$ cat src/rtl/sine_track_pkg.sv
// Shared helpers for the sine DC tracker: midscale reset value and the
// derived widths of the window counter and the extremum accumulators.
package sine_track_pkg;

    function automatic int midscale(input int data_w);
        return 1 << (data_w - 1);
    endfunction

    function automatic int sum_width(input int data_w, input int avg_log2);
        return data_w + avg_log2;
    endfunction

    function automatic int cnt_width(input int win_len);
        return (win_len > 2) ? $clog2(win_len) : 1;
    endfunction

endpackage

$ cat src/rtl/sine_dc_tracker_if.sv
// Sample stream in, DC-removed stream and window statistics out.
interface sine_dc_tracker_if #(
    parameter int DATA_W = 12
);
    logic                     restart;
    logic                     in_valid;
    logic [DATA_W-1:0]        sample;
    logic                     out_valid;
    logic signed [DATA_W:0]   shifted;
    logic [DATA_W-1:0]        max_avg;
    logic [DATA_W-1:0]        min_avg;
    logic [DATA_W-1:0]        mid;
    logic [DATA_W-1:0]        amp;
    logic                     update_pulse;
    logic                     locked;

    modport master (
        output restart, in_valid, sample,
        input  out_valid, shifted, max_avg, min_avg, mid, amp, update_pulse, locked
    );

    modport slave (
        input  restart, in_valid, sample,
        output out_valid, shifted, max_avg, min_avg, mid, amp, update_pulse, locked
    );
endinterface

$ cat src/rtl/sine_dc_tracker_window_extrema.sv
// Per-window sample index plus running max/min; the effective extremes
// include the current sample so the last sample of a window still counts.
module window_extrema
    import sine_track_pkg::*;
#(
    parameter int DATA_W  = 12,
    parameter int WIN_LEN = 40
) (
    input  logic              clk,
    input  logic              rst,
    input  logic              clear,
    input  logic              in_valid,
    input  logic [DATA_W-1:0] sample,
    output logic [DATA_W-1:0] wmax_eff,
    output logic [DATA_W-1:0] wmin_eff,
    output logic              last_sample
);
    localparam int CW = cnt_width(WIN_LEN);
    localparam logic [CW-1:0] IDX_LAST = CW'(WIN_LEN - 1);

    logic [CW-1:0]     idx_reg;
    logic [DATA_W-1:0] win_max_reg;
    logic [DATA_W-1:0] win_min_reg;
    logic              first_sample;

    // Index 0 starts a fresh window, so stale extremes are ignored there.
    assign first_sample = (idx_reg == '0);
    assign last_sample  = (idx_reg == IDX_LAST);
    assign wmax_eff     = (first_sample || sample > win_max_reg) ? sample : win_max_reg;
    assign wmin_eff     = (first_sample || sample < win_min_reg) ? sample : win_min_reg;

    always_ff @(posedge clk) begin
        if (rst || clear) begin
            idx_reg     <= '0;
            win_max_reg <= '0;
            win_min_reg <= '0;
        end else if (in_valid) begin
            win_max_reg <= wmax_eff;
            win_min_reg <= wmin_eff;
            idx_reg     <= last_sample ? '0 : idx_reg + 1'b1;
        end
    end
endmodule

$ cat src/rtl/sine_dc_tracker.sv
// Averages window max/min over 2^AVG_LOG2 windows (shift only) and removes
// the estimated midpoint from the incoming sample stream.
module sine_dc_tracker
    import sine_track_pkg::*;
#(
    parameter int DATA_W   = 12,
    parameter int WIN_LEN  = 40,
    parameter int AVG_LOG2 = 3
) (
    input logic               clk,
    input logic               rst,
    sine_dc_tracker_if.slave  bus
);
    localparam int SUM_W = sum_width(DATA_W, AVG_LOG2);
    localparam int WC_W  = (AVG_LOG2 > 0) ? AVG_LOG2 : 1;
    localparam logic [WC_W-1:0]   WIN_LAST = WC_W'((1 << AVG_LOG2) - 1);
    localparam logic [DATA_W-1:0] MIDSCALE = DATA_W'(midscale(DATA_W));

    logic [DATA_W-1:0]      wmax_eff;
    logic [DATA_W-1:0]      wmin_eff;
    logic                   last_sample;

    logic [SUM_W-1:0]       max_sum_reg;
    logic [SUM_W-1:0]       min_sum_reg;
    logic [WC_W-1:0]        win_cnt_reg;
    logic [DATA_W-1:0]      max_avg_reg;
    logic [DATA_W-1:0]      min_avg_reg;
    logic [DATA_W-1:0]      mid_reg;
    logic [DATA_W-1:0]      amp_reg;
    logic                   update_pulse_reg;
    logic                   locked_reg;
    logic                   out_valid_reg;
    logic signed [DATA_W:0] shifted_reg;

    logic [SUM_W-1:0]       max_total;
    logic [SUM_W-1:0]       min_total;
    logic [DATA_W-1:0]      max_avg_next;
    logic [DATA_W-1:0]      min_avg_next;
    logic [DATA_W:0]        mid_sum;
    logic [DATA_W-1:0]      mid_next;
    logic [DATA_W-1:0]      amp_next;
    logic signed [DATA_W:0] shifted_next;
    logic                   final_window;

    window_extrema #(
        .DATA_W  (DATA_W),
        .WIN_LEN (WIN_LEN)
    ) u_window_extrema (
        .clk         (clk),
        .rst         (rst),
        .clear       (bus.restart),
        .in_valid    (bus.in_valid),
        .sample      (bus.sample),
        .wmax_eff    (wmax_eff),
        .wmin_eff    (wmin_eff),
        .last_sample (last_sample)
    );

    // The closing window is folded in combinationally so all averages,
    // mid and amp land on the same edge.
    assign max_total    = max_sum_reg + SUM_W'(wmax_eff);
    assign min_total    = min_sum_reg + SUM_W'(wmin_eff);
    assign max_avg_next = DATA_W'(max_total >> AVG_LOG2);
    assign min_avg_next = DATA_W'(min_total >> AVG_LOG2);
    assign mid_sum      = {1'b0, max_avg_next} + {1'b0, min_avg_next};
    assign mid_next     = DATA_W'(mid_sum >> 1);
    assign amp_next     = max_avg_next - min_avg_next;
    assign final_window = (win_cnt_reg == WIN_LAST);
    assign shifted_next = $signed({1'b0, bus.sample}) - $signed({1'b0, mid_reg});

    always_ff @(posedge clk) begin
        if (rst) begin
            max_sum_reg      <= '0;
            min_sum_reg      <= '0;
            win_cnt_reg      <= '0;
            max_avg_reg      <= '0;
            min_avg_reg      <= '0;
            mid_reg          <= MIDSCALE;
            amp_reg          <= '0;
            update_pulse_reg <= 1'b0;
            locked_reg       <= 1'b0;
            out_valid_reg    <= 1'b0;
            shifted_reg      <= '0;
        end else begin
            update_pulse_reg <= 1'b0;
            out_valid_reg    <= bus.in_valid;
            if (bus.in_valid) begin
                shifted_reg <= shifted_next;
            end
            // Restart drops the partial statistics but keeps published results.
            if (bus.restart) begin
                max_sum_reg <= '0;
                min_sum_reg <= '0;
                win_cnt_reg <= '0;
                locked_reg  <= 1'b0;
            end else if (bus.in_valid && last_sample) begin
                if (final_window) begin
                    max_avg_reg      <= max_avg_next;
                    min_avg_reg      <= min_avg_next;
                    mid_reg          <= mid_next;
                    amp_reg          <= amp_next;
                    max_sum_reg      <= '0;
                    min_sum_reg      <= '0;
                    win_cnt_reg      <= '0;
                    update_pulse_reg <= 1'b1;
                    locked_reg       <= 1'b1;
                end else begin
                    max_sum_reg <= max_total;
                    min_sum_reg <= min_total;
                    win_cnt_reg <= win_cnt_reg + 1'b1;
                end
            end
        end
    end

    assign bus.out_valid    = out_valid_reg;
    assign bus.shifted      = shifted_reg;
    assign bus.max_avg      = max_avg_reg;
    assign bus.min_avg      = min_avg_reg;
    assign bus.mid          = mid_reg;
    assign bus.amp          = amp_reg;
    assign bus.update_pulse = update_pulse_reg;
    assign bus.locked       = locked_reg;
endmodule

$ cat src/flat_wrapper.sv
// flat-port wrapper written by rule: the top's interface ports become plain ports
module sine_dc_tracker_flat import sine_track_pkg::*;
#(
    parameter int DATA_W   = 12,
    parameter int WIN_LEN  = 40,
    parameter int AVG_LOG2 = 3
)
  (clk, rst, bus_restart, bus_in_valid, bus_sample, bus_out_valid, bus_shifted, bus_max_avg, bus_min_avg, bus_mid, bus_amp, bus_update_pulse, bus_locked);
  sine_dc_tracker_if #(.DATA_W(DATA_W)) bus_i ();
  input logic clk;
  input logic rst;
  input wire logic [$bits(bus_i.restart)-1:0] bus_restart;
  input wire logic [$bits(bus_i.in_valid)-1:0] bus_in_valid;
  input wire logic [$bits(bus_i.sample)-1:0] bus_sample;
  output wire logic [$bits(bus_i.out_valid)-1:0] bus_out_valid;
  output wire logic [$bits(bus_i.shifted)-1:0] bus_shifted;
  output wire logic [$bits(bus_i.max_avg)-1:0] bus_max_avg;
  output wire logic [$bits(bus_i.min_avg)-1:0] bus_min_avg;
  output wire logic [$bits(bus_i.mid)-1:0] bus_mid;
  output wire logic [$bits(bus_i.amp)-1:0] bus_amp;
  output wire logic [$bits(bus_i.update_pulse)-1:0] bus_update_pulse;
  output wire logic [$bits(bus_i.locked)-1:0] bus_locked;
  assign bus_i.restart = bus_restart;
  assign bus_i.in_valid = bus_in_valid;
  assign bus_i.sample = bus_sample;
  assign bus_out_valid = bus_i.out_valid;
  assign bus_shifted = bus_i.shifted;
  assign bus_max_avg = bus_i.max_avg;
  assign bus_min_avg = bus_i.min_avg;
  assign bus_mid = bus_i.mid;
  assign bus_amp = bus_i.amp;
  assign bus_update_pulse = bus_i.update_pulse;
  assign bus_locked = bus_i.locked;
  sine_dc_tracker #(.DATA_W(DATA_W), .WIN_LEN(WIN_LEN), .AVG_LOG2(AVG_LOG2)) u_core (.clk(clk), .rst(rst), .bus(bus_i));
endmodule
$ cat config.mk
export PLATFORM = sky130hd
export DESIGN_NAME = sine_dc_tracker_flat
export DESIGN_NICKNAME = d
export VERILOG_FILES = /design/src/rtl/sine_track_pkg.sv /design/src/rtl/sine_dc_tracker_if.sv /design/src/rtl/sine_dc_tracker_window_extrema.sv /design/src/rtl/sine_dc_tracker.sv /design/src/flat_wrapper.sv
export SDC_FILE = /design/constraint.sdc
export NUM_CORES = 1
export LEC_CHECK = 0
export ABC_AREA = 1
export CELL_PAD_IN_SITES_DETAIL_PLACEMENT = 1
export CELL_PAD_IN_SITES_GLOBAL_PLACEMENT = 1
export CORE_ASPECT_RATIO = 1.2
export CORE_MARGIN = 2
export CORE_UTILIZATION = 40
export DETAILED_ROUTE_END_ITERATION = 12
export GPL_TIMING_DRIVEN = 0
export PLACE_DENSITY = 0.85
export SYNTH_ARGS = -nofsm -noshare
export SYNTH_HDL_FRONTEND = slang
export SYNTH_SLANG_ARGS = --single-unit
$ cat constraint.sdc
create_clock -name clk -period 6.2 [get_ports clk]
set_clock_uncertainty 0.15 [all_clocks]
set_input_delay 0.93 -clock clk [delete_from_list [all_inputs] [get_ports clk]]
set_output_delay 0.93 -clock clk [all_outputs]
set_load 0.03 [all_outputs]
==> impl_metrics.sql <==
INSERT INTO impl_metrics (metric_group, metric, value, unit) VALUES
('status', 'run_status', 'finished, final reports clean', ''),
('timing', 'setup_total_negative_slack', '0', 'ps'),
('clock_network', 'postCtsSetupBuffers', '0', ''),
('drt', 'drtPass1Iterations', '7', ''),
('drt', 'vias', '9292', ''),
('drt', 'post_drt_via_cell_ratio', '5.37', ''),
('finish', 'core_util_final', '48.7', '%'),
('global_route', 'grt_start_max_net_pins', '17', ''),
('setup_path', 'critPathMaxFanout', '10', ''),
('drt', 'post-route-drc-count', '0', ''),
('synth', 'post_synth_inst_count', '1348', ''),
('power', 'power_density', '212', 'nW/um2'),
('timing', 'grt_setup_unrepaired', 'false', ''),
('job', 'drv_cap', '0', ''),
('synth', 'post_synth_net_total', '1455', ''),
('clock_network', 'htreeDepth', '4', ''),
('clock_network', 'clk_transition_reported_paths', '60', 'ps'),
('clock_network', 'cts.root.buffer_cell', 'sky130_fd_sc_hd__clkbuf_16', ''),
('global_route', 'initial_antenna_violation_count', '1', ''),
('timing', 'worstMarginPinSlew', '756', 'ps'),
('synth', 'asyncSetResetFlopFracSynth', '0', '%'),
('floorplan', 'start_util', '40.8', '%'),
('timing', 'setup_viol_count_final', '0', ''),
('clock_network', 'numCtsBuffers', '17', ''),
('floorplan', 'floorplan.io_pins', '80', ''),
('synth', 'synth.cell_area', '8850', 'um2'),
('timing', 'final_hold_fails', '0', ''),
('timing', 'fmax', '0.170', 'GHz'),
('clock_network', 'hold_buffers', '0', ''),
('synth', 'ys_warn_count', '0', ''),
('worst_hold_path', 'min-delay-path-class', 'register to register', ''),
('floorplan', 'fp.dieW', '140', 'um'),
('setup_path', 'required', '6420', 'ps'),
('synth', 'library_cells_used_by_synthesis', '42', ''),
('floorplan', 'die_y', '167', 'um'),
('power', 'p_total', '2.24', 'mW'),
('clock_network', 'tritoncts_num_sinks', '127', ''),
('synth', 'flops_latches_synth', '127', ''),
('drt', 'route.detailed.wl_per_inst', '18.3', 'um'),
('power', 'p_leak', '5.45', 'nW'),
('finish', 'nets', '1553', ''),
('clock_network', 'maximum_buffer_depth_of_the_clock_tree', '2', ''),
('drt', 'antenna_violating_nets_post_route', '0', ''),
('placed_design', 'buffer_ports.inserted', '79', ''),
('timing', 'timing.final.crit_share', '94.8', '%'),
('setup_path', 'crit_path_start_kind', 'input port', ''),
('setup_path', 'critPathArrivalTime', '6100', 'ps'),
('finish', 'drive_above_1_share', '6.18', '%'),
('synth', 'most_used_flip_flop_cell_after_synthesis', 'sky130_fd_sc_hd__dfxtp_1', ''),
('floorplan', 'row_count', '59', ''),
('global_route', 'gr-usage-all-layers', '27.0', '%'),
('drt', 'detail_route.iter0.violations', '435', ''),
('finish', 'antennaDiodeCount', '0', ''),
('global_route', 'grt_first_pass_wirelength', '49900', 'um'),
('timing', 'slew_violations', '0', ''),
('finish', 'areaGrowthSynthToFinish', '19.5', '%'),
('synth', 'synth-edff-count', '0', ''),
('clock_network', 'clock_insertion_delay_worst_skew', '430', 'ps'),
('setup_path', 'criticalPathCategory', 'input port to register', ''),
('setup_path', 'endpoint_kind_of_the_worst_setup_timing_path', 'register', ''),
('timing', 'slew_headroom', '49.6', '%'),
('drt', 'routed_wl', '31700', 'um'),
('power', 'peak_supply_drop', '0.000182', 'V'),
('global_route', 'first_global_vias', '9502', ''),
('clock_network', 'post_cts.resized_instances', '4', ''),
('synth', 'register_area_share_after_synthesis', '28.7', '%'),
('synth', 'syn-mean-instance-area', '6.57', 'um2'),
('setup_path', 'largest_stage_delay_on_the_critical_path', '580', 'ps'),
('setup_path', 'worst_path_most_repeated_cell', 'sky130_fd_sc_hd__nand2_1', ''),
('clock_network', 'tritoncts', 'done', ''),
('timing', 'timing.final.crit_period', '5880', 'ps'),
('floorplan', 'floorplan.die_area', '23300', 'um2'),
('global_route', 'global_route.overflow_total', '0', ''),
('placed_design', 'dpl.hpwl', '24600', 'um'),
('setup_path', 'critPathSlowestCell', 'sky130_fd_sc_hd__clkdlybuf4s50_1', ''),
('floorplan', 'core_region_area', '21700', 'um2'),
('placed_design', 'gpl.final_weighted_congestion', '0.912', '');
==> power breakdown <==
part           leakage, nW  switching [mW]  internal [mW]
clock                0.251           0.379          0.564
combinational         4.17           0.318          0.143
sequential            1.03         0.00798          0.831
total                 5.45           0.705           1.54
==> worst paths after layout <==
kind                                           startpoint                end  slack, ps  cells past startpoint
setup / recovery                            bus_sample[0]  u_core.bus.mid[9]        320                     35
hold / removal                          u_core.bus.locked  u_core.bus.locked        300                      2
setup reg to reg  u_core.u_window_extrema.win_max_reg[11]  u_core.bus.mid[9]        890                     33
hold reg to reg                         u_core.bus.locked  u_core.bus.locked        300                      2
==> Yosys cell counts, types with 2 or more instances <==
master / count / area share [%]
sky130_fd_sc_hd__inv_1: 218 / 9.2
sky130_fd_sc_hd__o21ai_0: 35 / 2.0
sky130_fd_sc_hd__o22ai_1: 2 / 0.14
sky130_fd_sc_hd__nor2_2: 3 / 0.21
sky130_fd_sc_hd__o21ai_1: 51 / 2.9
sky130_fd_sc_hd__clkbuf_1: 12 / 0.51
sky130_fd_sc_hd__nor3_1: 16 / 0.90
sky130_fd_sc_hd__a21boi_0: 2 / 0.17
sky130_fd_sc_hd__a21oi_1: 98 / 5.5
sky130_fd_sc_hd__a21o_1: 4 / 0.34
sky130_fd_sc_hd__a31oi_1: 8 / 0.57
sky130_fd_sc_hd__nand3b_1: 2 / 0.17
sky130_fd_sc_hd__inv_2: 15 / 0.64
sky130_fd_sc_hd__o211ai_1: 8 / 0.68
sky130_fd_sc_hd__buf_4: 6 / 0.51
sky130_fd_sc_hd__fa_1: 5 / 1.1
sky130_fd_sc_hd__dfxtp_1: 127 / 29
sky130_fd_sc_hd__xor2_1: 14 / 1.4
sky130_fd_sc_hd__nand2_1: 352 / 15
sky130_fd_sc_hd__nand4_1: 15 / 1.1
sky130_fd_sc_hd__buf_1: 4 / 0.17
sky130_fd_sc_hd__o21a_1: 8 / 0.68
sky130_fd_sc_hd__buf_2: 16 / 0.90
sky130_fd_sc_hd__ha_1: 86 / 12
sky130_fd_sc_hd__xnor2_1: 9 / 0.89
sky130_fd_sc_hd__nand3_1: 118 / 6.7
sky130_fd_sc_hd__a22o_1: 5 / 0.49
sky130_fd_sc_hd__nor2_1: 76 / 3.2
sky130_fd_sc_hd__or2_2: 7 / 0.49
sky130_fd_sc_hd__a22oi_1: 2 / 0.17
sky130_fd_sc_hd__o21bai_1: 11 / 0.93
sky130_fd_sc_hd__nor2_4: 3 / 0.38
==> layer usage <==
metal | track usage (%) | vias to the layer above | share of wire [%]
met5 | 0 | - | 0.032
met1 | 32.9 | 4488 | 43
li1 | - | 4516 | -
met2 | 46.7 | 213 | 49
met4 | 11.8 | 2 | 4.0
met3 | 4.63 | 73 | 3.7
==> cells by family (layout without fill, tap and decap cells) <==
kind of cell	after synthesis	count (layout)	share of synthesized area, %
AO/OA/AOI/OAI	235	235	14.7
XOR/XNOR	24	24	2.46
adder cells (fa/ha/maj)	91	91	13.3
buffers and inverters	273	381	12.2
flip-flops	127	127	28.7
AND/OR/NAND/NOR	598	598	28.7
==> stage by stage <==
stage | hold WS, ps | setup slack, ps | instance area, um2 | cells
after floorplan | 278 | 1420 | 8850 | 1348
after global placement | 288 | -549 | 9980 | 1701
after detailed placement | 299 | -573 | 9980 | 1701
after CTS | 313 | 66.9 | 10500 | 1730
after global routing | 325 | 26.7 | 10600 | 1730
final | 305 | 323 | 10600 | 1730
==> layout make-up <==
cell class	instances	area (um2)
Buffer	39	199
Timing Repair Buffer	79	811
Sequential cell	127	2540
Inverter	234	880
Clock buffer	23	468
Fill cell	2936	11100
Clock inverter	6	62.6
Multi-Input combinational cell	948	5270
Tap cell	274	343
==> worst max-delay path: cells and delay by family <==
family	cells	cell delay [ps]
and+or+nand+nor	19	1800
AOI/OAI and AO/OA	3	640
xor gates and xnor gates	1	190
adders and majority gates	4	1240
buffers and inverters	8	1310
==> layout by cell type (no fill, tap or decap), types with 5 or more instances in the layout <==
cell | synthesis | final
sky130_fd_sc_hd__a31oi_1 | 8 | 8
sky130_fd_sc_hd__inv_2 | 15 | 16
sky130_fd_sc_hd__clkdlybuf4s50_1 | 0 | 68
sky130_fd_sc_hd__nor2_1 | 76 | 76
sky130_fd_sc_hd__nand3_1 | 118 | 118
sky130_fd_sc_hd__o21ai_1 | 51 | 52
sky130_fd_sc_hd__o21bai_1 | 11 | 10
sky130_fd_sc_hd__o21ai_0 | 35 | 34
sky130_fd_sc_hd__dfxtp_1 | 127 | 127
sky130_fd_sc_hd__fa_1 | 5 | 5
sky130_fd_sc_hd__ha_1 | 86 | 83
sky130_fd_sc_hd__clkbuf_16 | 0 | 17
sky130_fd_sc_hd__o211ai_1 | 8 | 8
sky130_fd_sc_hd__buf_2 | 16 | 15
sky130_fd_sc_hd__nand2_1 | 352 | 352
sky130_fd_sc_hd__dlymetal6s2s_1 | 0 | 9
sky130_fd_sc_hd__a21oi_1 | 98 | 98
sky130_fd_sc_hd__o21a_1 | 8 | 8
sky130_fd_sc_hd__clkbuf_1 | 12 | 16
sky130_fd_sc_hd__a22o_1 | 5 | 5
sky130_fd_sc_hd__xnor2_1 | 9 | 7
sky130_fd_sc_hd__inv_1 | 218 | 217
sky130_fd_sc_hd__or2_2 | 7 | 7
sky130_fd_sc_hd__xor2_1 | 14 | 14
sky130_fd_sc_hd__buf_4 | 6 | 6
sky130_fd_sc_hd__nor3_1 | 16 | 15
sky130_fd_sc_hd__nand4_1 | 15 | 15
(Power assumes the default switching activity.)
